===== config.mk =====
export PLATFORM = sky130hd
export DESIGN_NAME = vga_timing_gen
export DESIGN_NICKNAME = d
export VERILOG_FILES = /design/src/rtl/vga_timing_gen.sv
export SDC_FILE = /design/constraint.sdc
export NUM_CORES = 1
export LEC_CHECK = 0
export BUFFER_PORTS_ARGS = -buffer_cell sky130_fd_sc_hd__buf_2
export CAP_MARGIN = 20
export CORE_ASPECT_RATIO = 1.75
export CORE_MARGIN = 3
export CORE_UTILIZATION = 45
export CTS_BUF_LIST = sky130_fd_sc_hd__clkbuf_8
export DETAILED_ROUTE_END_ITERATION = 7
export PLACE_DENSITY = 0.74
export SYNTH_ARGS = -nofsm -noshare
export SYNTH_HDL_FRONTEND = slang
export SYNTH_SLANG_ARGS = --single-unit

===== constraint.sdc =====
create_clock -name clock -period 1.8 [get_ports clock]
set_clock_uncertainty 0.15 [all_clocks]
set_input_delay 0.18 -clock clock [delete_from_list [all_inputs] [get_ports clock]]
set_output_delay 0.18 -clock clock [all_outputs]
set_load 0.005 [all_outputs]

===== src/rtl/vga_timing_gen.sv =====
// 640x480@60 raster timing generator: free-running h/v counters with a stall
// enable, and a registered decode of sync, data-enable, coordinates and
// line/frame start pulses. Outputs lag the counters by exactly one cycle.
module vga_timing_gen #(
  parameter int unsigned H_ACTIVE  = 640,
  parameter int unsigned H_FP      = 16,
  parameter int unsigned H_SYNC    = 96,
  parameter int unsigned H_BP      = 48,
  parameter int unsigned V_ACTIVE  = 480,
  parameter int unsigned V_FP      = 10,
  parameter int unsigned V_SYNC    = 2,
  parameter int unsigned V_BP      = 33,
  parameter bit          HSYNC_POL = 1'b0,
  parameter bit          VSYNC_POL = 1'b0,
  parameter int unsigned COORD_W   = 10
) (
  input  logic               clock,
  input  logic               reset,
  input  logic               enable,
  output logic               hsync,
  output logic               vsync,
  output logic               de,
  output logic [COORD_W-1:0] x,
  output logic [COORD_W-1:0] y,
  output logic               line_start,
  output logic               frame_start
);

  localparam logic [COORD_W-1:0] H_LAST    = COORD_W'(H_ACTIVE + H_FP + H_SYNC + H_BP - 1);
  localparam logic [COORD_W-1:0] V_LAST    = COORD_W'(V_ACTIVE + V_FP + V_SYNC + V_BP - 1);
  localparam logic [COORD_W-1:0] H_ACT_END = COORD_W'(H_ACTIVE);
  localparam logic [COORD_W-1:0] V_ACT_END = COORD_W'(V_ACTIVE);
  localparam logic [COORD_W-1:0] HS_START  = COORD_W'(H_ACTIVE + H_FP);
  localparam logic [COORD_W-1:0] HS_END    = COORD_W'(H_ACTIVE + H_FP + H_SYNC);
  localparam logic [COORD_W-1:0] VS_START  = COORD_W'(V_ACTIVE + V_FP);
  localparam logic [COORD_W-1:0] VS_END    = COORD_W'(V_ACTIVE + V_FP + V_SYNC);

  logic [COORD_W-1:0] h_q, h_d;
  logic [COORD_W-1:0] v_q, v_d;

  logic               hsync_q, hsync_d;
  logic               vsync_q, vsync_d;
  logic               de_q, de_d;
  logic [COORD_W-1:0] x_q, x_d;
  logic [COORD_W-1:0] y_q, y_d;
  logic               ls_q, ls_d;
  logic               fs_q, fs_d;

  logic               hs_act;
  logic               vs_act;

  // Next counter values: h wraps at end of line, v steps (and wraps) only then.
  always_comb begin
    h_d = h_q;
    v_d = v_q;
    if (enable) begin
      if (h_q == H_LAST) begin
        h_d = '0;
        if (v_q == V_LAST) begin
          v_d = '0;
        end else begin
          v_d = v_q + 1'b1;
        end
      end else begin
        h_d = h_q + 1'b1;
      end
    end
  end

  // Decode from the pre-edge counters; hold outputs and suppress pulses while stalled.
  always_comb begin
    hs_act  = (h_q >= HS_START) && (h_q < HS_END);
    vs_act  = (v_q >= VS_START) && (v_q < VS_END);
    hsync_d = hsync_q;
    vsync_d = vsync_q;
    de_d    = de_q;
    x_d     = x_q;
    y_d     = y_q;
    ls_d    = 1'b0;
    fs_d    = 1'b0;
    if (enable) begin
      hsync_d = hs_act ? HSYNC_POL : ~HSYNC_POL;
      vsync_d = vs_act ? VSYNC_POL : ~VSYNC_POL;
      de_d    = (h_q < H_ACT_END) && (v_q < V_ACT_END);
      x_d     = h_q;
      y_d     = v_q;
      ls_d    = (h_q == '0);
      fs_d    = (h_q == '0) && (v_q == '0);
    end
  end

  // Counter and output registers with asynchronous reset.
  always_ff @(posedge clock or posedge reset) begin
    if (reset) begin
      h_q     <= '0;
      v_q     <= '0;
      hsync_q <= ~HSYNC_POL;
      vsync_q <= ~VSYNC_POL;
      de_q    <= 1'b0;
      x_q     <= '0;
      y_q     <= '0;
      ls_q    <= 1'b0;
      fs_q    <= 1'b0;
    end else begin
      h_q     <= h_d;
      v_q     <= v_d;
      hsync_q <= hsync_d;
      vsync_q <= vsync_d;
      de_q    <= de_d;
      x_q     <= x_d;
      y_q     <= y_d;
      ls_q    <= ls_d;
      fs_q    <= fs_d;
    end
  end

  assign hsync       = hsync_q;
  assign vsync       = vsync_q;
  assign de          = de_q;
  assign x           = x_q;
  assign y           = y_q;
  assign line_start  = ls_q;
  assign frame_start = fs_q;

endmodule


==> report_table.html, run 1 <==
<table>
<tr><th>Metric</th><th>Value</th></tr>
<tr><th colspan="2">Drt</th></tr>
<tr><td>Total number of vias</td><td>around 1600</td></tr>
<tr><td>Pre-antenna DRT Iters</td><td>4</td></tr>
<tr><td>DRC violation count after routing</td><td>0</td></tr>
<tr><td>Wire per inst</td><td>about 15 µm</td></tr>
<tr><td>DRC marker count from the first detailed-route iteration</td><td>37</td></tr>
<tr><td>Final ANT Viol Nets</td><td>0</td></tr>
<tr><td>Routed WL</td><td>4390 µm</td></tr>
<tr><td>Via count normalized by instance count</td><td>5.40</td></tr>
<tr><th colspan="2">Layout</th></tr>
<tr><td>Summed area of non-filler cells in the final layout</td><td>about 0.0026 mm²</td></tr>
<tr><td>Layout Area Growth over Synthesis</td><td>25.4%</td></tr>
<tr><td>Layout cell share with drive strength beyond 1</td><td>0.418</td></tr>
<tr><td>Filler instances</td><td>roughly 380</td></tr>
<tr><td>Final net count</td><td>246</td></tr>
<tr><td>Most frequent standard cell in the layout excluding fill and tap cells</td><td>dfrtp_1</td></tr>
<tr><td>Final design utilization</td><td>0.589</td></tr>
<tr><td>Commonest non-fill, non-tap cells in the layout</td><td>dfrtp_1, buf_4, buf_2</td></tr>
<tr><td>Antenna Diode Count</td><td>0</td></tr>
<tr><th colspan="2">STA</th></tr>
<tr><td>Post-route setup slack</td><td>-0.0283 ns</td></tr>
<tr><td>Pin slew with the least headroom to its limit</td><td>0.556 ns</td></tr>
<tr><td>Final Critical Period</td><td>1.83 ns</td></tr>
<tr><td>Setup repair after global routing missed its margin</td><td>yes</td></tr>
<tr><td>Final cycle utilization of the critical path</td><td>1.02</td></tr>
<tr><td>Number of failing hold endpoints at the final stage</td><td>0</td></tr>
<tr><td>Worst Hold Slack</td><td>around 0.18 ns</td></tr>
<tr><td>Max transition margin</td><td>0.629</td></tr>
<tr><td>Setup Viol. Count Final</td><td>1</td></tr>
<tr><td>Peak Freq</td><td>547 MHz</td></tr>
<tr><td>Final number of max-transition violations</td><td>0</td></tr>
<tr><th colspan="2">Setup path</th></tr>
<tr><td>Arrival time at the worst endpoint</td><td>roughly 1.9 ns</td></tr>
<tr><td>Startpoint of the most critical register-to-register path</td><td>h_q[0]$_DFFE_PP0P_</td></tr>
<tr><td>Cell with the largest stage delay on the worst path</td><td>or4_4</td></tr>
<tr><td>Startpoint-to-endpoint class of the critical path</td><td>flip-flop to flip-flop</td></tr>
<tr><td>Highest cell delay on the worst timing path</td><td>about 0.50 ns</td></tr>
<tr><td>Required time at the endpoint of the critical path</td><td>1.88 ns</td></tr>
<tr><td>Crit path max fanout</td><td>7</td></tr>
<tr><td>Cell Chain, Critical Path</td><td>ha_2 &gt; nand3_4 &gt; or4_4 &gt; or3_1 &gt; nand3_1</td></tr>
<tr><td>Crit. End Element</td><td>flip-flop</td></tr>
<tr><td>Origin of the worst setup path</td><td>h_q[0]$_DFFE_PP0P_</td></tr>
<tr><td>Startpoint Class</td><td>flip-flop</td></tr>
<tr><th colspan="2">Synth</th></tr>
<tr><td>Fraction of synthesis flops using an asynchronous set or reset pin</td><td>1.00</td></tr>
<tr><td>Flip-flop and latch count after synthesis</td><td>45</td></tr>
<tr><td>Count of mapped cells out of synthesis</td><td>about 190</td></tr>
<tr><td>Top flip-flop cell by instance count after synthesis</td><td>dfrtp_1</td></tr>
<tr><td>Synth Area per Inst</td><td>11.3 µm²</td></tr>
<tr><td>Synthesized netlist net count</td><td>~190</td></tr>
<tr><td>Number of warnings printed during yosys synthesis</td><td>0</td></tr>
<tr><td>Number of synthesized flops with an enable pin</td><td>0</td></tr>
<tr><td>Cell area after synthesis</td><td>0.00209 mm²</td></tr>
<tr><td>Proportion of synthesized chip area in sequential cells</td><td>0.541</td></tr>
<tr><td>Number of distinct library cells after synthesis</td><td>39</td></tr>
<tr><th colspan="2">Place</th></tr>
<tr><td>Last weighted congestion value of the routability-driven placer</td><td>slightly above 0.8</td></tr>
<tr><td>IO buf count</td><td>27</td></tr>
<tr><td>Setup WS pre-CTS</td><td>-0.102 ns</td></tr>
<tr><td>Post-DP HPWL</td><td>slightly above 3000 µm</td></tr>
<tr><td>Cell Area, Placed</td><td>roughly 0.0024 mm²</td></tr>
<tr><th colspan="2">GRT</th></tr>
<tr><td>GRT Util Overall</td><td>0.175</td></tr>
<tr><td>Routing usage on met3</td><td>0.0336</td></tr>
<tr><td>Global Route met2 Usage</td><td>0.313</td></tr>
<tr><td>Number of global-route vias before repair</td><td>approximately 1600</td></tr>
<tr><td>Overflow left after global routing</td><td>0</td></tr>
<tr><td>Global-route wire length before repair</td><td>~7300 µm</td></tr>
<tr><td>Global routing's busiest layer</td><td>met2</td></tr>
<tr><td>GRT met1 Usage</td><td>0.190</td></tr>
<tr><td>Number of antenna violations at the first check in global routing</td><td>0</td></tr>
<tr><td>Largest net degree at the start of global routing</td><td>46</td></tr>
<tr><th colspan="2">Power and ir drop</th></tr>
<tr><td>Maximum ir drop on the vdd rail</td><td>roughly 0.67 mV</td></tr>
<tr><td>Internal Power</td><td>~0.0017 W</td></tr>
<tr><td>Sequential share of power</td><td>0.511</td></tr>
<tr><td>Clk pwr share</td><td>0.263</td></tr>
<tr><td>P per Cell Area</td><td>a little over 900 mW/mm²</td></tr>
<tr><td>Power spent charging and discharging nets</td><td>0.000658 W</td></tr>
<tr><td>Logic pwr share</td><td>0.226</td></tr>
<tr><td>Leak Pwr</td><td>about 1.3 nW</td></tr>
<tr><td>Switch share</td><td>0.276</td></tr>
<tr><th colspan="2">Floorplan</th></tr>
<tr><td>Cell row count</td><td>32</td></tr>
<tr><td>Chip width</td><td>57.5 µm</td></tr>
<tr><td>Core Region</td><td>~0.0044 mm²</td></tr>
<tr><td>Die Height</td><td>96.1 µm</td></tr>
<tr><td>Initial Utilization</td><td>0.469</td></tr>
<tr><td>Die area</td><td>0.00552 mm²</td></tr>
<tr><td>Top-level port count</td><td>28</td></tr>
<tr><th colspan="2">Clock tree</th></tr>
<tr><td>Clock transition time at the flip-flop clock pins of the worst setup and hold paths</td><td>approximately 0.080 ns</td></tr>
<tr><td>CTS Buf Count</td><td>5</td></tr>
<tr><td>Number of buffers on the longest clock path</td><td>2</td></tr>
<tr><td>Clock insertion delay at the later pin of the skew report</td><td>about 0.29 ns</td></tr>
<tr><td>Clock tree from TritonCTS</td><td>done</td></tr>
<tr><td>Root Buffer Master</td><td>clkbuf_8</td></tr>
<tr><td>Maximum level of the CTS H-tree</td><td>2</td></tr>
<tr><td>Clock Sinks</td><td>45</td></tr>
<tr><th colspan="2">Status</th></tr>
<tr><td>Violated checks</td><td>setup timing</td></tr>
<tr><td>Outcome</td><td>finished, violations left</td></tr>
<tr><th colspan="2">Job</th></tr>
<tr><td>Number of max-capacitance violations reported</td><td>0</td></tr>
<tr><th colspan="2">Min path</th></tr>
<tr><td>Worst hold start</td><td>enable</td></tr>
<tr><td>Worst hold-check path type</td><td>input pin to flip-flop</td></tr>
</table>
-- logic make-up after synthesis --
logic type,count (synthesis),share of synthesized area
and+or+nand+nor,67,0.184
muxes,21,0.113
adders and majority gates,5,0.0300
buffers and inverters,19,0.0420
xor gates and xnor gates,10,0.0420
DFF,45,0.541
AOI/OAI and AO/OA,18,0.0486
-- area by class of cell --
class                   count  area, µm²  share of cell area
flip-flops and latches     45       1130               0.431
multi-input cells         121        937               0.358
repair buffers             57        367               0.140
clock buffers               6       82.6              0.0316
well taps                  51       63.8              0.0244
inverters                   8       30.0              0.0115
clock inverters             2       7.51             0.00287
-- stage by stage --
step	cells	total power [W]	setup TNS, ns
2_1_floorplan	185	0.00149	-0.215
3_3_place_gp	275	0.00169	-0.0927
3_5_place_dp	275	0.00171	-0.292
4_1_cts	286	0.00236	-0.0469
5_1_grt	290	0.00253	-0.476
6_report	290	0.00239	-0.0283
-- registers in the layout, indices dropped and copies added (netlist names) --
register,flops
h_q,10
v_q,10
x,10
y,10
de,1
frame_start,1
hsync,1
line_start,1
vsync,1
-- power groups by stage --
stage,sequential (W),clock [W],combinational (W)
2_1_floorplan,0.00123,0,0.000252
3_3_place_gp,0.00123,0,0.000463
3_5_place_dp,0.00123,0,0.000474
4_1_cts,0.00122,0.000644,0.000505
5_1_grt,0.00123,0.000689,0.000603
6_report,0.00122,0.000628,0.000539
-- layer usage --
metal,share of wire,vias up
met4,0.028,0
li1,-,752
met5,0,-
met1,0.39,770
met2,0.55,35
met3,0.034,10
-- cells in the mapped netlist, types with 2 or more instances --
cell type  number  share of area
o21ai_0         9          0.022
nor3_1          3         0.0072
mux2_2         20           0.11
and3_1          6          0.018
dfrtp_1        43           0.52
clkbuf_1        5         0.0090
nand2b_1        2         0.0060
nand4_1         5          0.015
xor2_1          4          0.017
dfstp_2         2          0.025
nor4_1          4          0.012
ha_1            5          0.030
xnor2_1         6          0.025
nand3_1        10          0.024
and2_1          2         0.0060
nand2_1        12          0.022
inv_1           8          0.014
nor2_1         12          0.022
buf_2           4         0.0096
a21oi_1         4         0.0096
-- critical path, delay by kind of cell (launching register included) --
kind	cells	cell delay [ns]
flip-flops	1	0.40
AND/OR/NAND/NOR	4	0.99
adder cells (fa/ha/maj)	1	0.24
-- repair_timing --
item                                    in CTS  in global routing
gates resized for setup                      6                  9
endpoints found under the hold margin       43                  0
buffers inserted                             2                  4
pin swaps                                    2                  4
hold buffers                                 1                  0
endpoints found under the setup margin       6                 14
-- path summary, 6_finish.rpt --
path                                       to  slack, ns  cells after the start
min in group asynchronous    y[7]$_DFFE_PP0P_       0.41                      4
setup / recovery           v_q[3]$_DFFE_PP0P_      -0.03                      5
hold / removal              hsync$_DFFE_PP1P_       0.18                      3
hold reg to reg             hsync$_DFFE_PP1P_       0.34                      2
max in group asynchronous   hsync$_DFFE_PP1P_       0.70                      4
setup reg to reg           v_q[3]$_DFFE_PP0P_      -0.03                      5
Note: power is estimated with default switching activity, not from simulation.
==> run 2: changes to the inputs <==
CTS_BUF_LIST = sky130_fd_sc_hd__clkbuf_16   (was sky130_fd_sc_hd__clkbuf_8)
==> run 2 against run 1 <==
  * The flow still finishes with violations (setup timing)
  * Wire length shrank 0.96%
  * Global-route usage shrank 0.22 points
  * Sequential share of layout area shrank 0.47 points
  * Combinational power shrank 3%
  * Largest cell class unchanged
  * Largest power group unchanged
==> report_table.html, run 2 (synthesis results as in run 1) <==
<table>
<tr><th>Metric</th><th>Value</th></tr>
<tr><th colspan="2">Status</th></tr>
<tr><td>Outcome</td><td>finished, violations left</td></tr>
<tr><td>Violated checks</td><td>setup timing</td></tr>
<tr><th colspan="2">Floorplan</th></tr>
<tr><td>Initial Utilization</td><td>0.469 (unchanged)</td></tr>
<tr><td>Die area</td><td>0.00552 mm² (unchanged)</td></tr>
<tr><td>Core Region</td><td>0.00444 mm² (unchanged)</td></tr>
<tr><td>Chip width</td><td>57.5 µm (unchanged)</td></tr>
<tr><td>Die Height</td><td>96.1 µm (unchanged)</td></tr>
<tr><td>Cell row count</td><td>32 (unchanged)</td></tr>
<tr><td>Top-level port count</td><td>28 (unchanged)</td></tr>
<tr><th colspan="2">Clock tree</th></tr>
<tr><td>Clock insertion delay at the later pin of the skew report</td><td>0.28 ns (about the same)</td></tr>
<tr><td>Number of buffers on the longest clock path</td><td>2 (unchanged)</td></tr>
<tr><td>Clock tree from TritonCTS</td><td>done</td></tr>
<tr><td>Clock Sinks</td><td>45 (unchanged)</td></tr>
<tr><td>Clock transition time at the flip-flop clock pins of the worst setup and hold paths</td><td>0.06 ns (-0.02 ns)</td></tr>
<tr><td>Maximum level of the CTS H-tree</td><td>2 (unchanged)</td></tr>
<tr><td>CTS Buf Count</td><td>5 (unchanged)</td></tr>
<tr><td>Root Buffer Master</td><td>clkbuf_16</td></tr>
<tr><th colspan="2">Power and ir drop</th></tr>
<tr><td>Power consumption</td><td>0.00261 W (+9.2%)</td></tr>
<tr><td>Maximum ir drop on the vdd rail</td><td>0.864 mV (+29%)</td></tr>
<tr><td>Leak Pwr</td><td>1.28 nW (+0.81%)</td></tr>
<tr><td>P per Cell Area</td><td>986 mW/mm² (+8.0%)</td></tr>
<tr><th colspan="2">Min path</th></tr>
<tr><td>Number of cells traversed by the worst hold path</td><td>3 (unchanged)</td></tr>
<tr><td>Worst hold start</td><td>enable</td></tr>
<tr><td>WHS Endpoint</td><td>hsync$_DFFE_PP1P_</td></tr>
<tr><td>Worst hold-check path type</td><td>input pin to flip-flop</td></tr>
<tr><th colspan="2">Setup path</th></tr>
<tr><td>Startpoint-to-endpoint class of the critical path</td><td>flip-flop to flip-flop</td></tr>
<tr><td>Startpoint of the most critical register-to-register path</td><td>h_q[0]$_DFFE_PP0P_</td></tr>
<tr><td>Arrival time at the worst endpoint</td><td>1.87 ns (-0.04 ns)</td></tr>
<tr><td>Flop2flop setup slack</td><td>-0.003 ns (+0.02 ns)</td></tr>
<tr><td>Required time at the endpoint of the critical path</td><td>1.87 ns (about the same)</td></tr>
<tr><td>Capturing point of the worst reg2reg path</td><td>v_q[3]$_DFFE_PP0P_</td></tr>
<tr><td>Crit path max fanout</td><td>7 (unchanged)</td></tr>
<tr><td>FF-to-FF path depth</td><td>5 (unchanged)</td></tr>
<tr><td>Startpoint Class</td><td>flip-flop</td></tr>
<tr><td>Crit. End Element</td><td>flip-flop</td></tr>
<tr><th colspan="2">Layout</th></tr>
<tr><td>Most frequent standard cell in the layout excluding fill and tap cells</td><td>dfrtp_1</td></tr>
<tr><td>Filler instances</td><td>373 (-1.3%)</td></tr>
<tr><td>Antenna Diode Count</td><td>0 (unchanged)</td></tr>
<tr><td>Layout cell share with drive strength beyond 1</td><td>0.405 (-0.0133)</td></tr>
<tr><td>Register area</td><td>0.00113 mm² (unchanged)</td></tr>
<tr><td>Summed area of non-filler cells in the final layout</td><td>0.00265 mm² (+1.1%)</td></tr>
<tr><td>Final design utilization</td><td>0.595 (+0.00648)</td></tr>
<tr><td>Final net count</td><td>244 (-0.81%)</td></tr>
<tr><td>Commonest non-fill, non-tap cells in the layout</td><td>dfrtp_1, buf_2, buf_4</td></tr>
<tr><td>Area of combinational cells with multiple inputs</td><td>935 µm² (-0.27%)</td></tr>
<tr><td>Layout Area Growth over Synthesis</td><td>26.8%</td></tr>
<tr><th colspan="2">STA</th></tr>
<tr><td>Post-route setup slack</td><td>-0.00341 ns (+0.0249 ns)</td></tr>
<tr><td>Setup Viol. Count Final</td><td>1 (unchanged)</td></tr>
<tr><td>Accumulated negative setup slack</td><td>-0.00341 ns (+0.0249 ns)</td></tr>
<tr><td>Final Critical Period</td><td>1.80 ns (-0.0249 ns)</td></tr>
<tr><td>Number of failing hold endpoints at the final stage</td><td>0 (unchanged)</td></tr>
<tr><td>Setup repair after global routing missed its margin</td><td>yes</td></tr>
<tr><td>Final number of max-transition violations</td><td>0 (unchanged)</td></tr>
<tr><td>Final cycle utilization of the critical path</td><td>1.00 (-0.0138)</td></tr>
<tr><td>Pin slew with the least headroom to its limit</td><td>0.556 ns (+0.0000178 ns)</td></tr>
<tr><td>Max transition margin</td><td>0.629 (about the same)</td></tr>
<tr><td>Worst Hold Slack</td><td>0.190 ns (+0.0122 ns)</td></tr>
<tr><td>Peak Freq</td><td>555 MHz (+1.4%)</td></tr>
<tr><th colspan="2">Drt</th></tr>
<tr><td>Routed WL</td><td>4340 µm (-0.96%)</td></tr>
<tr><td>Total number of vias</td><td>1550 (-1.1%)</td></tr>
<tr><td>DRC marker count from the first detailed-route iteration</td><td>36 (-2.7%)</td></tr>
<tr><td>Via count normalized by instance count</td><td>5.38 (-0.40%)</td></tr>
<tr><td>Wire per inst</td><td>15.1 µm (-0.27%)</td></tr>
<tr><td>DRC violation count after routing</td><td>0 (unchanged)</td></tr>
<tr><td>Final ANT Viol Nets</td><td>0 (unchanged)</td></tr>
<tr><td>Pre-antenna DRT Iters</td><td>4 (unchanged)</td></tr>
<tr><th colspan="2">GRT</th></tr>
<tr><td>Largest net degree at the start of global routing</td><td>46 (unchanged)</td></tr>
<tr><td>Global-route wire length before repair</td><td>7230 µm (-0.66%)</td></tr>
<tr><td>Number of antenna violations at the first check in global routing</td><td>0 (unchanged)</td></tr>
<tr><td>GRT Util Overall</td><td>0.173 (-0.00224)</td></tr>
<tr><td>Overflow left after global routing</td><td>0 (unchanged)</td></tr>
<tr><td>Number of global-route vias before repair</td><td>1568 (-0.63%)</td></tr>
<tr><th colspan="2">Place</th></tr>
<tr><td>Cell Area, Placed</td><td>0.00240 mm² (unchanged)</td></tr>
<tr><td>Last weighted congestion value of the routability-driven placer</td><td>0.828 (unchanged)</td></tr>
<tr><td>Post-DP HPWL</td><td>3050 µm (unchanged)</td></tr>
<tr><td>IO buf count</td><td>27 (unchanged)</td></tr>
<tr><th colspan="2">Job</th></tr>
<tr><td>Number of max-capacitance violations reported</td><td>0 (unchanged)</td></tr>
</table>
[run 2: cell count changes in the layout (fill, tap and decap cells not counted), sizes merged]
cell / before / now
clkinv: 1 / 2
clkbuf: 6 / 5
buf: 56 / 54
[run 2: critical path: stages, from the launching register on]
cell,delay (ns)
dfrtp_1,0.39
ha_2,0.22
nand3_4,0.08
or4_4,0.49
or3_1,0.33
nand3_1,0.07
[run 2: area by class of cell]
type | count | share of cell area
sequential | 45 | 0.427
multi-input combinational | 121 | 0.353
timing repair buffer | 55 | 0.133
clock buffer | 5 | 0.0473
tap | 51 | 0.0241
inverter | 8 | 0.0114
clock inverter | 3 | 0.00426
[run 2: worst max-delay path by stage]
stage,slack [ns],from,endpoint
2_1_floorplan,-0.10,h_q[5]$_DFFE_PP0P_,v_q[3]$_DFFE_PP0P_
3_3_place_gp,-0.05,h_q[1]$_DFFE_PP0P_,v_q[3]$_DFFE_PP0P_
3_5_place_dp,-0.10,h_q[0]$_DFFE_PP0P_,v_q[9]$_DFFE_PP0P_
4_1_cts,-0.03,h_q[3]$_DFFE_PP0P_,v_q[4]$_DFFE_PP0P_
5_1_grt,-0.09,h_q[5]$_DFFE_PP0P_,v_q[4]$_DFFE_PP0P_
6_report,-0.003,h_q[0]$_DFFE_PP0P_,v_q[3]$_DFFE_PP0P_
[run 2: stage by stage]
step / setup WS [ns] / std cells
6_report: -0.00341 / 288
4_1_cts: -0.0350 / 286
2_1_floorplan: -0.102 / 185
5_1_grt: -0.0916 / 288
3_3_place_gp: -0.0489 / 275
3_5_place_dp: -0.102 / 275
[run 2: what timing repair did]
item,4_1_cts,5_1_grt
resized for setup,6,8
hold endpoints to repair,43,0
hold buffers,1,0
pin swaps,2,3
setup buffers,2,2
endpoints found under the setup margin,6,11
gates cloned,0,0
[run 2: where the power goes]
part / internal, W / switching [W] / leakage (nW)
clock: 0.000500 / 0.000360 / 0.0738
sequential: 0.00113 / 0.0000959 / 0.557
combinational: 0.000288 / 0.000237 / 0.654
total: 0.00191 / 0.000693 / 1.28
[run 2: per-layer routing]
layer,GRT usage,share of wire
met1,0.189,0.40
met3,0.0282,0.029
met5,0,0
met4,0.0870,0.026
met2,0.315,0.55
==> run 3: changes to the inputs <==
ABC_AREA = 1   (was default)
==> run 3 against run 2 <==
  * The run now ends clean
  * Total power rose by 12%
  * Synthesized area up 4.5%
  * Wire length grew 15%
  * Maximum frequency increased by 8.8%
  * Via count increased by 15%
  * Die area grew 4.1%
  * Clock power barely moved
  * Clock-buffer cell count unchanged
  * Sequential cell count stayed put
  * Critical path type unchanged
  * Largest cell class unchanged
  * Largest power group unchanged
==> report_table.html, run 3 <==
<table>
<tr><th>Metric</th><th>Value</th></tr>
<tr><th colspan="2">Place</th></tr>
<tr><td>Last weighted congestion value of the routability-driven placer</td><td>0.916 (+11%)</td></tr>
<tr><td>Setup WS pre-CTS</td><td>0.145 ns (+0.247 ns)</td></tr>
<tr><td>IO buf count</td><td>27 (unchanged)</td></tr>
<tr><td>DP Cell Count</td><td>339 (+23%)</td></tr>
<tr><td>Post-DP HPWL</td><td>3800 µm (+25%)</td></tr>
<tr><th colspan="2">Synth</th></tr>
<tr><td>Proportion of synthesized chip area in sequential cells</td><td>0.518 (-0.0233)</td></tr>
<tr><td>Largest area contributor in the synthesized netlist</td><td>dfrtp_1</td></tr>
<tr><td>Synthesized netlist net count</td><td>271 (+40%)</td></tr>
<tr><td>Synth Area per Inst</td><td>8.29 µm² (-26%)</td></tr>
<tr><td>Number of distinct library cells after synthesis</td><td>27 (-31%)</td></tr>
<tr><td>Top flip-flop cell by instance count after synthesis</td><td>dfrtp_1</td></tr>
<tr><td>Cell area after synthesis</td><td>0.00218 mm² (+4.5%)</td></tr>
<tr><td>Area contributors post-synth</td><td>dfrtp_1, nand2_1, nor2_1, inv_1, nand3_1</td></tr>
<tr><td>Count of mapped cells out of synthesis</td><td>263 (+42%)</td></tr>
<tr><td>Area share of the largest cell type after synthesis</td><td>0.494 (-0.0222)</td></tr>
<tr><td>Commonest cells in the synthesized netlist</td><td>nand2_1, dfrtp_1, nor2_1</td></tr>
<tr><td>Number of warnings printed during yosys synthesis</td><td>0 (unchanged)</td></tr>
<tr><td>Fraction of synthesis flops using an asynchronous set or reset pin</td><td>1.00 (unchanged)</td></tr>
<tr><td>Flip-flop and latch count after synthesis</td><td>45 (unchanged)</td></tr>
<tr><td>Most numerous cell in the Yosys netlist</td><td>nand2_1</td></tr>
<tr><td>Number of synthesized flops with an enable pin</td><td>0 (unchanged)</td></tr>
<tr><th colspan="2">Power and ir drop</th></tr>
<tr><td>Internal Power</td><td>0.00196 W (+2.5%)</td></tr>
<tr><td>Switch share</td><td>0.330 (+0.0637)</td></tr>
<tr><td>Sequential share of power</td><td>0.475 (+0.006)</td></tr>
<tr><td>Leak Pwr</td><td>1.34 nW (+3.9%)</td></tr>
<tr><td>Logic pwr share</td><td>0.231 (+0.030)</td></tr>
<tr><td>Maximum ir drop on the vdd rail</td><td>0.770 mV (-11%)</td></tr>
<tr><td>P per Cell Area</td><td>1150 mW/mm² (+17%)</td></tr>
<tr><td>Power spent charging and discharging nets</td><td>0.000965 W (+39%)</td></tr>
<tr><td>Clk pwr share</td><td>0.294 (-0.036)</td></tr>
<tr><th colspan="2">STA</th></tr>
<tr><td>Setup Viol. Count Final</td><td>0 (-1)</td></tr>
<tr><td>Accumulated negative setup slack</td><td>0 ns (+0.00341 ns)</td></tr>
<tr><td>Post-route setup slack</td><td>0.142 ns (+0.145 ns)</td></tr>
<tr><td>Final cycle utilization of the critical path</td><td>0.921 (-0.0808)</td></tr>
<tr><td>Pin slew with the least headroom to its limit</td><td>0.658 ns (+0.102 ns)</td></tr>
<tr><td>Setup repair after global routing missed its margin</td><td>no</td></tr>
<tr><td>Final number of max-transition violations</td><td>0 (unchanged)</td></tr>
<tr><td>Final Critical Period</td><td>1.66 ns (-0.145 ns)</td></tr>
<tr><td>Number of failing hold endpoints at the final stage</td><td>0 (unchanged)</td></tr>
<tr><td>Peak Freq</td><td>603 MHz (+8.8%)</td></tr>
<tr><td>Max transition margin</td><td>0.558 (-0.0710)</td></tr>
<tr><th colspan="2">Clock tree</th></tr>
<tr><td>Total setup buffers inserted after CTS</td><td>0 (-2)</td></tr>
<tr><td>Clock insertion delay at the later pin of the skew report</td><td>0.28 ns (about the same)</td></tr>
<tr><td>Clock Sinks</td><td>45 (unchanged)</td></tr>
<tr><td>Maximum level of the CTS H-tree</td><td>2 (unchanged)</td></tr>
<tr><td>Clock transition time at the flip-flop clock pins of the worst setup and hold paths</td><td>0.06 ns (about the same)</td></tr>
<tr><td>Clock tree from TritonCTS</td><td>done</td></tr>
<tr><td>Root Buffer Master</td><td>clkbuf_16</td></tr>
<tr><td>CTS Buf Count</td><td>5 (unchanged)</td></tr>
<tr><td>Number of buffers on the longest clock path</td><td>2 (unchanged)</td></tr>
<tr><th colspan="2">Drt</th></tr>
<tr><td>DRC marker count from the first detailed-route iteration</td><td>47 (+31%)</td></tr>
<tr><td>Routed WL</td><td>5000 µm (+15%)</td></tr>
<tr><td>Via count normalized by instance count</td><td>5.14 (-4.5%)</td></tr>
<tr><td>DRC violation count after routing</td><td>0 (unchanged)</td></tr>
<tr><td>Total number of vias</td><td>1789 (+15%)</td></tr>
<tr><td>Topmost layer with routed signal wires</td><td>met4</td></tr>
<tr><td>Met2 Routed Length</td><td>3000 µm (+26%)</td></tr>
<tr><td>Final ANT Viol Nets</td><td>0 (unchanged)</td></tr>
<tr><td>Met1 layer wirelength in the final routing</td><td>1720 µm (+0.47%)</td></tr>
<tr><td>Wire per inst</td><td>14.4 µm (-4.8%)</td></tr>
<tr><td>Met3 WL post-DR</td><td>110 µm (-13%)</td></tr>
<tr><td>Pre-antenna DRT Iters</td><td>6 (+2)</td></tr>
<tr><th colspan="2">Layout</th></tr>
<tr><td>Final net count</td><td>304 (+25%)</td></tr>
<tr><td>Most frequent standard cell in the layout excluding fill and tap cells</td><td>nand2_1</td></tr>
<tr><td>Filler instances</td><td>422 (+13%)</td></tr>
<tr><td>Layout Area Growth over Synthesis</td><td>16.8%</td></tr>
<tr><td>Commonest non-fill, non-tap cells in the layout</td><td>nand2_1, dfrtp_1, nor2_1</td></tr>
<tr><td>Antenna Diode Count</td><td>0 (unchanged)</td></tr>
<tr><td>Number of standard cells in the final layout excluding fillers</td><td>348 (+21%)</td></tr>
<tr><td>Layout cell share with drive strength beyond 1</td><td>0.182 (-0.223)</td></tr>
<tr><th colspan="2">GRT</th></tr>
<tr><td>Number of global-route vias before repair</td><td>1940 (+24%)</td></tr>
<tr><td>Largest net degree at the start of global routing</td><td>29 (-37%)</td></tr>
<tr><td>Global-route wire length before repair</td><td>8590 µm (+19%)</td></tr>
<tr><td>GRT Util Overall</td><td>0.195 (+0.0219)</td></tr>
<tr><td>Overflow left after global routing</td><td>0 (unchanged)</td></tr>
<tr><td>Number of antenna violations at the first check in global routing</td><td>0 (unchanged)</td></tr>
<tr><th colspan="2">Floorplan</th></tr>
<tr><td>Cell row count</td><td>32 (unchanged)</td></tr>
<tr><td>Core Region</td><td>0.00452 mm² (+1.8%)</td></tr>
<tr><td>Die area</td><td>0.00575 mm² (+4.1%)</td></tr>
<tr><td>Initial Utilization</td><td>0.482 (+0.0124)</td></tr>
<tr><td>Chip width</td><td>58.6 µm (+2.0%)</td></tr>
<tr><td>Die Height</td><td>98.1 µm (+2.1%)</td></tr>
<tr><td>Top-level port count</td><td>28 (unchanged)</td></tr>
<tr><th colspan="2">Setup path</th></tr>
<tr><td>Cell Chain, Critical Path</td><td>ha_1 &gt; nand3_1 &gt; nor3_2 &gt; buf_4 &gt; nand3_1 &gt; o21ai_0</td></tr>
<tr><td>Flop2flop setup slack</td><td>0.14 ns (+0.15 ns)</td></tr>
<tr><td>Startpoint Class</td><td>flip-flop</td></tr>
<tr><td>Highest cell delay on the worst timing path</td><td>0.37 ns (-0.12 ns)</td></tr>
<tr><td>Origin of the worst setup path</td><td>h_q[1]$_DFFE_PP0P_</td></tr>
<tr><td>Crit. End Element</td><td>flip-flop</td></tr>
<tr><td>Crit path buf inv count</td><td>1 (+1)</td></tr>
<tr><td>Cell seen most often among critical-path stages</td><td>nand3_1</td></tr>
<tr><td>Startpoint-to-endpoint class of the critical path</td><td>flip-flop to flip-flop</td></tr>
<tr><td>Critical path's top delay family</td><td>simple AND/OR/NAND/NOR gates</td></tr>
<tr><td>Required time at the endpoint of the critical path</td><td>1.85 ns (-0.02 ns)</td></tr>
<tr><td>Levels on crit path</td><td>6 (+1)</td></tr>
<tr><td>Crit path max fanout</td><td>9 (+2)</td></tr>
<tr><td>Cell with the largest stage delay on the worst path</td><td>dfrtp_1</td></tr>
<tr><td>FF-to-FF path depth</td><td>6 (+1)</td></tr>
<tr><td>Arrival time at the worst endpoint</td><td>1.70 ns (-0.17 ns)</td></tr>
<tr><td>Capturing point of the worst reg2reg path</td><td>v_q[0]$_DFFE_PP0P_</td></tr>
<tr><td>Startpoint of the most critical register-to-register path</td><td>h_q[1]$_DFFE_PP0P_</td></tr>
<tr><th colspan="2">Min path</th></tr>
<tr><td>Worst hold start</td><td>enable</td></tr>
<tr><td>WHS Endpoint</td><td>x[4]$_DFFE_PP0P_</td></tr>
<tr><td>Worst hold-check path type</td><td>input pin to flip-flop</td></tr>
<tr><td>Number of cells traversed by the worst hold path</td><td>3 (unchanged)</td></tr>
<tr><th colspan="2">Status</th></tr>
<tr><td>Outcome</td><td>completed</td></tr>
<tr><th colspan="2">Job</th></tr>
<tr><td>Number of max-capacitance violations reported</td><td>0 (unchanged)</td></tr>
</table>
==> run 3: cell count changes after synthesis, moves of 3 or more <==
cell	previous run	this run
nand3_1	10	19
nor2_1	12	31
nor4_1	4	1
mux2_2	20	0
xor2_1	4	8
and3_1	6	0
inv_1	8	29
nor2_2	0	4
xnor2_1	6	1
nand2_1	12	72
o21ai_0	9	19
==> run 3: logic make-up (layout without fill, tap and decap cells) <==
| group | Yosys count | count (layout) | share of synthesized area |
|---|---|---|---|
| fa+ha+maj | 5 | 5 | 0.0287 |
| xor+xnor | 9 | 9 | 0.0362 |
| buf+inv | 38 | 72 | 0.0735 |
| simple gates | 142 | 142 | 0.283 |
| compound gates | 24 | 24 | 0.0609 |
| flops | 45 | 45 | 0.518 |
==> run 3: power by group through the flow <==
stage,registers (W),logic [W],clock network (W)
3_5_place_dp,0.00140,0.000669,0
2_1_floorplan,0.00138,0.000425,0
3_3_place_gp,0.00139,0.000655,0
4_1_cts,0.00139,0.000682,0.000881
5_1_grt,0.00142,0.000780,0.000916
6_report,0.00139,0.000676,0.000860
==> run 3: metrics by stage <==
| stage | cell area [µm²] | hold WS (ns) | util | total power [W] |
|---|---|---|---|---|
| 5_1_grt | 2540 | 0.114 | 0.563 | 0.00311 |
| 4_1_cts | 2540 | 0.0962 | 0.561 | 0.00295 |
| 3_5_place_dp | 2390 | 0.0737 | 0.528 | 0.00207 |
| 3_3_place_gp | 2390 | 0.0645 | 0.528 | 0.00205 |
| 2_1_floorplan | 2180 | 0.193 | - | 0.00181 |
| 6_report | 2540 | 0.105 | 0.563 | 0.00293 |
==> run 3: worst max path at each step <==
stage                               endpoint  slack (ns)
after floorplan           v_q[6]$_DFFE_PP0P_        0.37
after global placement    v_q[0]$_DFFE_PP0P_        0.17
after detailed placement  v_q[1]$_DFFE_PP0P_        0.14
after CTS                 v_q[1]$_DFFE_PP0P_        0.13
after global routing      v_q[1]$_DFFE_PP0P_        0.01
final                     v_q[0]$_DFFE_PP0P_        0.14
==> run 3: tightest hold or removal path, cell delays in order <==
cell	delay, ns
buf_2	0.18
nand2_1	0.08
nand2_1	0.05
==> run 3: per-layer routing <==
layer,track usage,vias up
met5,0,-
met3,0.0317,11
li1,-,895
met1,0.189,851
met4,0.0855,0
met2,0.379,32
==> run 3: final cells by class <==
cell class / instances / area (µm²) / area share
Timing Repair Buffer: 34 / 203 / 0.0796
Sequential cell: 45 / 1130 / 0.443
Clock buffer: 5 / 125 / 0.0492
Multi-Input combinational cell: 180 / 898 / 0.353
Clock inverter: 3 / 13.8 / 0.00541
Inverter: 30 / 113 / 0.0442
Tap cell: 51 / 63.8 / 0.0251
==> run 3: what timing repair did <==
action	CTS	global route
gates resized for setup	0	1
setup endpoints to repair	0	1
hold buffers	1	0
hold endpoints to repair	14	0
